===== src/rtl/fetch_decode_buffer.sv =====
// Two-entry in-order skid buffer between instruction fetch and decode.
// Head is presented to decode; flush discards everything buffered.
module fetch_decode_buffer #(
   parameter logic [31:0] NOP_INSTR = 32'h00000013
) (
   input  logic        clk,
   input  logic        rst_n,
   input  logic        fd_in_valid,
   input  logic [31:0] fd_in_instr,
   input  logic [31:0] fd_in_pc_plus4,
   output logic        fd_out_ready,
   input  logic        fd_in_flush,
   input  logic        fd_in_decode_ready,
   output logic        fd_out_valid,
   output logic [31:0] fd_out_instr,
   output logic [31:0] fd_out_pc_plus4,
   output logic [31:0] fd_out_pc,
   output logic [1:0]  fd_out_count
);

   localparam int unsigned XLEN = 32;
   localparam int unsigned CW   = 2;

   logic [CW-1:0]   count_q, count_d;
   logic [XLEN-1:0] head_instr_q, head_instr_d;
   logic [XLEN-1:0] head_pc4_q,   head_pc4_d;
   logic [XLEN-1:0] tail_instr_q, tail_instr_d;
   logic [XLEN-1:0] tail_pc4_q,   tail_pc4_d;
   logic            push, pop;

   // Handshakes depend only on state, reset and flush.
   assign fd_out_ready    = rst_n && !fd_in_flush && (count_q != CW'(2));
   assign fd_out_valid    = (count_q != CW'(0)) && !fd_in_flush;
   assign push            = fd_in_valid && fd_out_ready;
   assign pop             = fd_out_valid && fd_in_decode_ready;
   assign fd_out_instr    = fd_out_valid ? head_instr_q : NOP_INSTR;
   assign fd_out_pc_plus4 = fd_out_valid ? head_pc4_q : '0;
   assign fd_out_pc       = fd_out_valid ? (head_pc4_q - XLEN'(4)) : '0;
   assign fd_out_count    = count_q;

   always_comb begin
      count_d      = count_q;
      head_instr_d = head_instr_q;
      head_pc4_d   = head_pc4_q;
      tail_instr_d = tail_instr_q;
      tail_pc4_d   = tail_pc4_q;
      if (fd_in_flush) begin
         count_d = '0;
      end else if (push && pop) begin
         // Only reachable at count 1: new entry replaces the consumed head.
         head_instr_d = fd_in_instr;
         head_pc4_d   = fd_in_pc_plus4;
      end else if (push) begin
         if (count_q == CW'(0)) begin
            head_instr_d = fd_in_instr;
            head_pc4_d   = fd_in_pc_plus4;
         end else begin
            tail_instr_d = fd_in_instr;
            tail_pc4_d   = fd_in_pc_plus4;
         end
         count_d = count_q + CW'(1);
      end else if (pop) begin
         if (count_q == CW'(2)) begin
            head_instr_d = tail_instr_q;
            head_pc4_d   = tail_pc4_q;
         end
         count_d = count_q - CW'(1);
      end
   end

   always_ff @(posedge clk) begin
      if (!rst_n) begin
         count_q      <= '0;
         head_instr_q <= '0;
         head_pc4_q   <= '0;
         tail_instr_q <= '0;
         tail_pc4_q   <= '0;
      end else begin
         count_q      <= count_d;
         head_instr_q <= head_instr_d;
         head_pc4_q   <= head_pc4_d;
         tail_instr_q <= tail_instr_d;
         tail_pc4_q   <= tail_pc4_d;
      end
   end

endmodule


===== config.mk =====
export PLATFORM = sky130hd
export DESIGN_NAME = fetch_decode_buffer
export DESIGN_NICKNAME = d
export VERILOG_FILES = /design/src/rtl/fetch_decode_buffer.sv
export SDC_FILE = /design/constraint.sdc
export NUM_CORES = 1
export LEC_CHECK = 0
export CAP_MARGIN = 20
export CORE_MARGIN = 2
export CORE_UTILIZATION = 33
export CTS_CLUSTER_SIZE = 25
export DETAILED_ROUTE_END_ITERATION = 7
export GPL_ROUTABILITY_DRIVEN = 0
export GPL_TIMING_DRIVEN = 0
export PLACE_DENSITY = 0.64
export SYNTH_ARGS = -nofsm -noshare
export SYNTH_HDL_FRONTEND = slang
export SYNTH_SLANG_ARGS = --single-unit

===== constraint.sdc =====
create_clock -name clk -period 2.5 [get_ports clk]
set_input_delay 0.5 -clock clk [delete_from_list [all_inputs] [get_ports clk]]
set_output_delay 0.5 -clock clk [all_outputs]
set_load 0.01 [all_outputs]

==> parameters.txt, run 1 <==
Parameter                              Value

Status
  Outcome ... finished with violations
  Violations in the final reports ... negative setup slack

Min path
  WHS Path Cells ... 2
  Path category of the worst min-delay check ... flop to flop
  Startpoint of the tightest hold check path ... tail_pc4_q[13]
  Sink of the worst hold path ... head_pc4_q[13]

Floorplan
  Area enclosed by the die boundary ... a little over 0.02 mm^2
  Floorplan die height ... 142 um
  Number of placement rows ... 50
  Starting utilization of the core area ... 33.6%
  Die width ... about 140 um
  Number of ports placed on the die boundary ... 169
  Std-Cell Core Area ... roughly 0.019 mm^2

Placed design
  Hpwl dp ... 14.1 mm
  Number of buffer cells added on primary ports ... roughly 170
  Setup Slack @ Placement ... -1660 ps
  Post-Place Cells ... ~1.3k

Final layout
  Number of standard cells in the final layout excluding fillers ... between 1k and 1.5k
  Share of post-route cells with drive strength above 1 ... around a fifth
  Signed area change from the synthesized netlist to the final layout ... 58.1%
  Net count, final ... ~1.2k

GRT
  Largest net degree at the start of global routing ... 17
  Total congestion overflow ... 0
  Vias in the first global route ... roughly 6.4k
  Wire length of the first global-routing pass ... between 30 and 40 mm
  Combined global-route utilization of all metal layers ... a little over a fifth
  Number of antenna violations at the first check in global routing ... 1

Yosys
  Top cells by area in the synthesized netlist ... sky130_fd_sc_hd__dfxtp_1 42%, sky130_fd_sc_hd__nand2_1 16%, sky130_fd_sc_hd__a21boi_0 7.7%
  Dominant combinational cell family by area after synthesis ... simple AND/OR/NAND/NOR gates
  Share of flip-flops with an asynchronous set or reset ... 0%
  Flop and latch count out of synthesis ... 130
  Post-Synthesis Cell Area ... ~0.0063 mm^2
  Register area share after synthesis ... roughly two fifths
  Simple-gate share of the synthesized area ... 29.0%
  Post-synthesis mux area share ... less than 1%
  Predominant post-synthesis flop cell ... sky130_fd_sc_hd__dfxtp_1
  Post-synthesis instance total ... 850
  Adder-Cell Fraction of Synth Area ... less than 1%
  Number of distinct library cell variants in the gate-level netlist after synthesis ... 36
  Largest area contributor in the synthesized netlist ... sky130_fd_sc_hd__dfxtp_1
  Warnings, synthesis ... 0
  Mapped Nets ... 922
  Compound-gate portion of the synthesized area ... roughly a fifth
  Share of the synthesized area in the top cell type ... between 40% and 50%
  Average size of a mapped cell ... about 7.4 um^2
  Number of synthesized flops with an enable pin ... 0
  Xor and xnor fraction of the mapped netlist area ... between 2 and 3%

Power and ir drop
  Total power consumption of the routed design ... ~0.0051 W
  Leakage ... 4.32 nW
  Power density over cell area ... between 500 and 600 mW/mm^2
  Maximum ir drop on the vdd rail ... ~0.43 mV

Routing
  Total DRC errors in the routed layout ... 0
  Detail-routed via count per cell ... roughly 5
  Iteration-0 DRC count of the detailed router ... about 370
  Via count of the routed design ... between 6k and 7k
  Final routed wire length divided by cell count ... 16.2 um
  Total routed wirelength ... roughly 22 mm
  Number of search-and-repair iterations in the first detailed-routing pass ... 5
  Number of nets with antenna violations after routing ... 0

STA
  Time the final worst path needs with I/O delays and setup ... about 3000 ps
  Peak clock frequency supported by timing ... roughly 330 MHz
  Setup repair after global routing missed its margin ... yes
  Slew of the pin with the lowest slew margin ... just under 700 ps
  Final worst hold slack ... about 460 ps
  Slew margin rel. ... between 50 and 60%
  Final setup violation count ... 19
  Max Clock Skew ... roughly 6.6 ps
  Max-slew violations ... 0
  Period utilization ... 120%
  Hold violation count in the final report ... 0
  Setup slack of the critical path after layout ... -506 ps

Worst setup path
  Required time of the critical path ... roughly 2000 ps
  Depth of the worst register-to-register path ... 13
  Data arrival, critical path ... ~2500 ps
  Reg-to-reg endpoint ... head_instr_q[23]
  Largest stage delay, worst path ... 430 ps
  Library cell contributing the largest single delay on the critical path ... sky130_fd_sc_hd__or4_4
  Slack of the worst reg-to-reg path ... approximately 100 ps
  Start-to-end type of the worst setup path ... flop to primary output
  Crit. End Element ... primary output
  Worst Path Max Fanout ... 4
  Startpoint of the worst-slack reg-to-reg timing path ... fd_out_count[0]
  Element type at the critical path start ... flop
  Critical Path, Cell by Cell ... nor4_4 > nand4_2 > or3_4 > or4_4 > mux2_4 > buf_6

CTS
  Hold-fix buffers at CTS ... 0
  Total number of H-tree levels ... 4
  Number of clock sinks seen by CTS ... 130
  Maximum count of clock buffers along a single path ... 2
  Cts bufs inserted ... 17
  Clock root buffer master ... sky130_fd_sc_hd__clkbuf_16
  Clk Latency, worst-skew pair ... just over 400 ps
  CTS tree ... built
  Clk slew on worst S/H paths ... ~50 ps

Run
  Count of max-cap constraint violations ... 0
==> through the flow <==
stage,TNS (ps),area (um^2),utilization (%)
4_1_cts,-6100,9440,50.6
5_1_grt,-9240,9910,53.2
2_1_floorplan,-10.6,6290,-
6_report,-6480,9910,53.2
3_5_place_dp,-278630,8260,44.3
3_3_place_gp,-280870,8260,44.3
==> per-layer routing <==
metal,share of wire [%],GRT usage [%],up-vias
li1,-,-,3347
met2,49,35.2,231
met1,44,27.0,3168
met3,5.5,4.62,31
met5,0,0,-
met4,1.5,7.21,0
==> cells by family after synthesis <==
family          Yosys count
flops                   130
buf+inv                  77
xor+xnor                 19
compound gates          209
mux                       4
fa+ha+maj                 3
simple gates            408
==> worst max-delay path by stage <==
stage	start	endpoint	slack (ps)	depth (start not counted)
floorplan	head_pc4_q[18]	fd_out_pc[31]	-10	5
global route	head_pc4_q[2]	fd_out_pc[16]	-590	8
finish	head_pc4_q[18]	fd_out_pc[31]	-510	6
CTS	head_pc4_q[15]	fd_out_pc[31]	-600	7
detailed placement	fd_in_flush	tail_instr_q[16]	-1660	12
global placement	fd_in_flush	tail_instr_q[18]	-1640	12
==> final cells by class <==
type                    count  area [um^2]
diodes                      1         2.50
plain buffers              64          428
clock buffers              26          499
clock inverters             5         75.1
fillers                  1793         8730
inverters                   6         32.5
multi-input cells         643         3730
flip-flops and latches    130         2650
well taps                 234          293
repair buffers            229         2200
==> where the power goes <==
| group | internal, W | switching (W) | total, W |
|---|---|---|---|
| Sequential | 0.00208 | 0.0000159 | 0.00210 |
| Combinational | 0.000349 | 0.000285 | 0.000634 |
| Clock | 0.00156 | 0.000857 | 0.00242 |
| Total | 0.00399 | 0.00116 | 0.00515 |
==> critical path: cells and delay by family, from the launching register on <==
| kind | cells | cell delay, ps |
|---|---|---|
| AND/OR/NAND/NOR | 4 | 1300 |
| flip-flops | 1 | 360 |
| multiplexers | 1 | 320 |
| buffers and inverters | 1 | 120 |
==> registers in the layout (all words and copies together) (netlist names) <==
register and cells:
head_pc4_q 32, fd_out_count 2, tail_instr_q 32, tail_pc4_q 32, head_instr_q 32
==> repair_timing <==
action                                  in CTS  in global routing
setup buffers                               32                 29
endpoints found under the hold margin        0                  0
cloned                                       0                  2
gates resized for setup                    252                156
endpoints found under the setup margin     225                108
pin swaps                                   28                 29
==> synth_stat cells (2+ instances only) <==
master and instances:
sky130_fd_sc_hd__a21boi_0 64, sky130_fd_sc_hd__a21oi_1 8, sky130_fd_sc_hd__a31oi_1 64, sky130_fd_sc_hd__and2_1 59, sky130_fd_sc_hd__buf_1 2, sky130_fd_sc_hd__buf_4 2
sky130_fd_sc_hd__clkbuf_1 66, sky130_fd_sc_hd__dfxtp_1 130, sky130_fd_sc_hd__ha_1 3, sky130_fd_sc_hd__inv_1 6, sky130_fd_sc_hd__mux2_2 3, sky130_fd_sc_hd__nand2_1 266
sky130_fd_sc_hd__nand3_1 3, sky130_fd_sc_hd__nor2_1 36, sky130_fd_sc_hd__nor2b_1 3, sky130_fd_sc_hd__nor3_1 13, sky130_fd_sc_hd__nor4_1 8, sky130_fd_sc_hd__o21ai_0 70
sky130_fd_sc_hd__or3_1 10, sky130_fd_sc_hd__xnor2_1 15, sky130_fd_sc_hd__xor2_1 4
==> layout by cell type (no fill, tap or decap), drive strengths merged, types with 9 or more instances in the layout <==
cell type / instances
buf: 93
clkdlybuf4s50: 75
nor2: 36
clkdlybuf4s15: 25
or3: 10
a21boi: 64
nor4: 9
and2: 59
dlygate4sd2: 9
a31oi: 64
nor3: 13
dfxtp: 130
o21ai: 71
dlymetal6s2s: 29
nand2: 266
xnor2: 15
clkbuf: 88
Power figures use the tool's default switching activity.
==> run 2, diff against run 1 <==
Settings changed: CORE_MARGIN 2 to unset, SETUP_SLACK_MARGIN set to 0.2.
==> run 2 against run 1 <==
Effect of this change: the flow still finishes with violations (negative setup slack); die area decreased by 2.8%; hold slack got worse by 9.2 ps; via count increased by 4.3%; combinational power increased by 18%; register-to-register slack improved by 20 ps; routed wire length increased by 7.8%; clock-buffer cell count decreased by 4; critical path depth unchanged; cell area increased by 18%.
==> parameters.txt, run 2 (synthesis results as in run 1) <==
Parameter                              Value

Status
  Outcome ... finished with violations
  Violations in the final reports ... negative setup slack

Power and ir drop
  Total power consumption of the routed design ... 0.00532 W (+3.3%)
  Power density over cell area ... 457 mW/mm^2 (-12%)
  Leakage ... 4.62 nW (+7.0%)
  Maximum ir drop on the vdd rail ... 0.448 mV (+4.3%)

STA
  Max-slew violations ... 0 (unchanged)
  Slew margin rel. ... 47.8% (-6.6 points)
  Setup slack of the critical path after layout ... -586 ps (-80.5 ps)
  Peak clock frequency supported by timing ... 324 MHz (-2.6%)
  Setup repair after global routing missed its margin ... yes
  Final setup violation count ... 31 (+12)
  Time the final worst path needs with I/O delays and setup ... 3090 ps (+80.5 ps)
  Slew of the pin with the lowest slew margin ... 783 ps (+98.9 ps)
  Period utilization ... 123% (+3.2 points)
  Total Neg Setup Slack ... -7860 ps (-1380 ps)
  Hold violation count in the final report ... 0 (unchanged)
  Final worst hold slack ... 448 ps (-9.24 ps)
  Max Clock Skew ... 10.3 ps (+3.74 ps)

Final layout
  Multi-input gate area in the final layout ... 0.00447 mm^2 (+20%)
  Commonest non-fill, non-tap cell in the layout ... sky130_fd_sc_hd__nand2_1
  Fill cell total of the finished layout ... 1,565 (-13%)
  Share of post-route cells with drive strength above 1 ... 45.3% (+24 points)
  Signed area change from the synthesized netlist to the final layout ... 85.9%
  Most used cells in the layout excluding fill and tap cells ... 234 x sky130_fd_sc_hd__nand2_1, 115 x sky130_fd_sc_hd__dfxtp_1, 111 x sky130_fd_sc_hd__buf_6
  Area occupied by registers ... 0.00264 mm^2 (-0.33%)
  Number of standard cells in the final layout excluding fillers ... 1,393 (+4.1%)
  Net count, final ... 1,216 (+4.6%)

Worst setup path
  Depth of the worst register-to-register path ... 15 (+2)
  Data arrival, critical path ... 2590 ps (+80 ps)
  Element type at the critical path start ... flop
  Crit. End Element ... primary output
  Worst Path Max Fanout ... 7 (+3)
  Start-to-end type of the worst setup path ... flop to primary output
  Required time of the critical path ... 2000 ps (about the same)

Floorplan
  Starting utilization of the core area ... 33.6% (unchanged)
  Number of placement rows ... 50 (unchanged)
  Std-Cell Core Area ... 0.0186 mm^2 (unchanged)
  Floorplan die height ... 140 um (-1.4%)
  Die width ... 140 um (-1.4%)
  Number of ports placed on the die boundary ... 169 (unchanged)
  Area enclosed by the die boundary ... 0.0196 mm^2 (-2.8%)

Run
  Count of max-cap constraint violations ... 0 (unchanged)

Routing
  Final routed wire length divided by cell count ... 16.8 um (+3.5%)
  Detail-routed via count per cell ... 5.07 (+0.16%)
  Number of nets with antenna violations after routing ... 0 (unchanged)
  Number of search-and-repair iterations in the first detailed-routing pass ... 8 (+3)
  Total routed wirelength ... 23.4 mm (+7.8%)
  Iteration-0 DRC count of the detailed router ... 319 (-14%)
  Total DRC errors in the routed layout ... 0 (unchanged)
  Via count of the routed design ... 7,067 (+4.3%)

Min path
  WHS Path Cells ... 2 (unchanged)
  Path category of the worst min-delay check ... flop to flop

GRT
  Total congestion overflow ... 0 (unchanged)
  Wire length of the first global-routing pass ... 33.8 mm (+1.2%)
  Largest net degree at the start of global routing ... 17 (unchanged)
  Vias in the first global route ... 6,470 (+0.50%)
  Number of antenna violations at the first check in global routing ... 1 (unchanged)
  Combined global-route utilization of all metal layers ... 22.0% (+0.95 points)

CTS
  Cts bufs inserted ... 17 (unchanged)
  Hold-fix buffers at CTS ... 0 (unchanged)
  Number of clock sinks seen by CTS ... 130 (unchanged)
  Maximum count of clock buffers along a single path ... 2 (unchanged)
  Clk slew on worst S/H paths ... 50 ps (about the same)
  Clk Latency, worst-skew pair ... 420 ps (about the same)
  Clock root buffer master ... sky130_fd_sc_hd__clkbuf_16
  CTS tree ... built
  Total number of H-tree levels ... 4 (unchanged)

Placed design
  Number of buffer cells added on primary ports ... 168 (unchanged)
  Hpwl dp ... 13.9 mm (-1.3%)
  Post-Place Cells ... 1,252 (unchanged)
[run 2: cell types whose count changed in the layout (fill, tap and decap cells not counted), sizes merged]
cell and change:
dlymetal6s2s -28, buf +128, dlygate4sd2 -5, clkinvlp +1, diode +1, clkdlybuf4s15 -24, clkbuf -15, clkdlybuf4s50 -7
inv +1, clkinv +3
[run 2: path summary, 6_finish.rpt]
path / from / to / slack [ps]
setup / recovery: head_pc4_q[23] / fd_out_pc[31] / -590
hold / removal: tail_instr_q[24] / tail_instr_q[24] / 450
setup reg to reg: fd_out_count[0] / head_instr_q[29] / 120
hold reg to reg: tail_instr_q[24] / tail_instr_q[24] / 450
[run 2: repair_timing]
action,4_1_cts,5_1_grt
pin swaps,51,80
buffers inserted,55,35
gates resized for setup,610,416
endpoints found under the setup margin,228,192
cloned,5,13
[run 2: area by class of cell]
type / count / area share [%]
Multi-Input combinational cell: 643 / 38.3
Timing Repair Buffer: 276 / 24.8
Sequential cell: 130 / 22.6
Buffer: 70 / 6.26
Clock buffer: 22 / 4.16
Tap cell: 234 / 2.51
Clock inverter: 10 / 0.913
Inverter: 6 / 0.279
Antenna cell: 2 / 0.0430
[run 2: per-stage QoR]
step,util [%],setup slack (ps),instance area (um^2)
after floorplan,-,-10.6,6430
after global placement,45.1,-1370,8410
after detailed placement,45.1,-1360,8410
after CTS,53.4,-611,9960
after global routing,62.5,-642,11600
final,62.5,-586,11700
[run 2: layer usage]
metal	vias to the layer above	global-route usage, %	share of wire [%]
li1	3449	-	-
met5	-	0	0
met4	0	8.04	2.1
met1	3375	28.1	43
met2	207	36.6	50
met3	36	4.65	5.2
[run 2: worst max-delay path, cell delays in order, from the launching register on]
cell and delay, ps:
sky130_fd_sc_hd__dfxtp_1 430, sky130_fd_sc_hd__nor3_2 300, sky130_fd_sc_hd__nand4_2 130, sky130_fd_sc_hd__or3_4 360, sky130_fd_sc_hd__or4_4 500, sky130_fd_sc_hd__mux2_4 320
sky130_fd_sc_hd__buf_6 120
[run 2: power by group]
group / internal [W] / switching (W)
logic: 0.000414 / 0.000335
registers: 0.00208 / 0.0000182
clock network: 0.00156 / 0.000910
total: 0.00406 / 0.00126
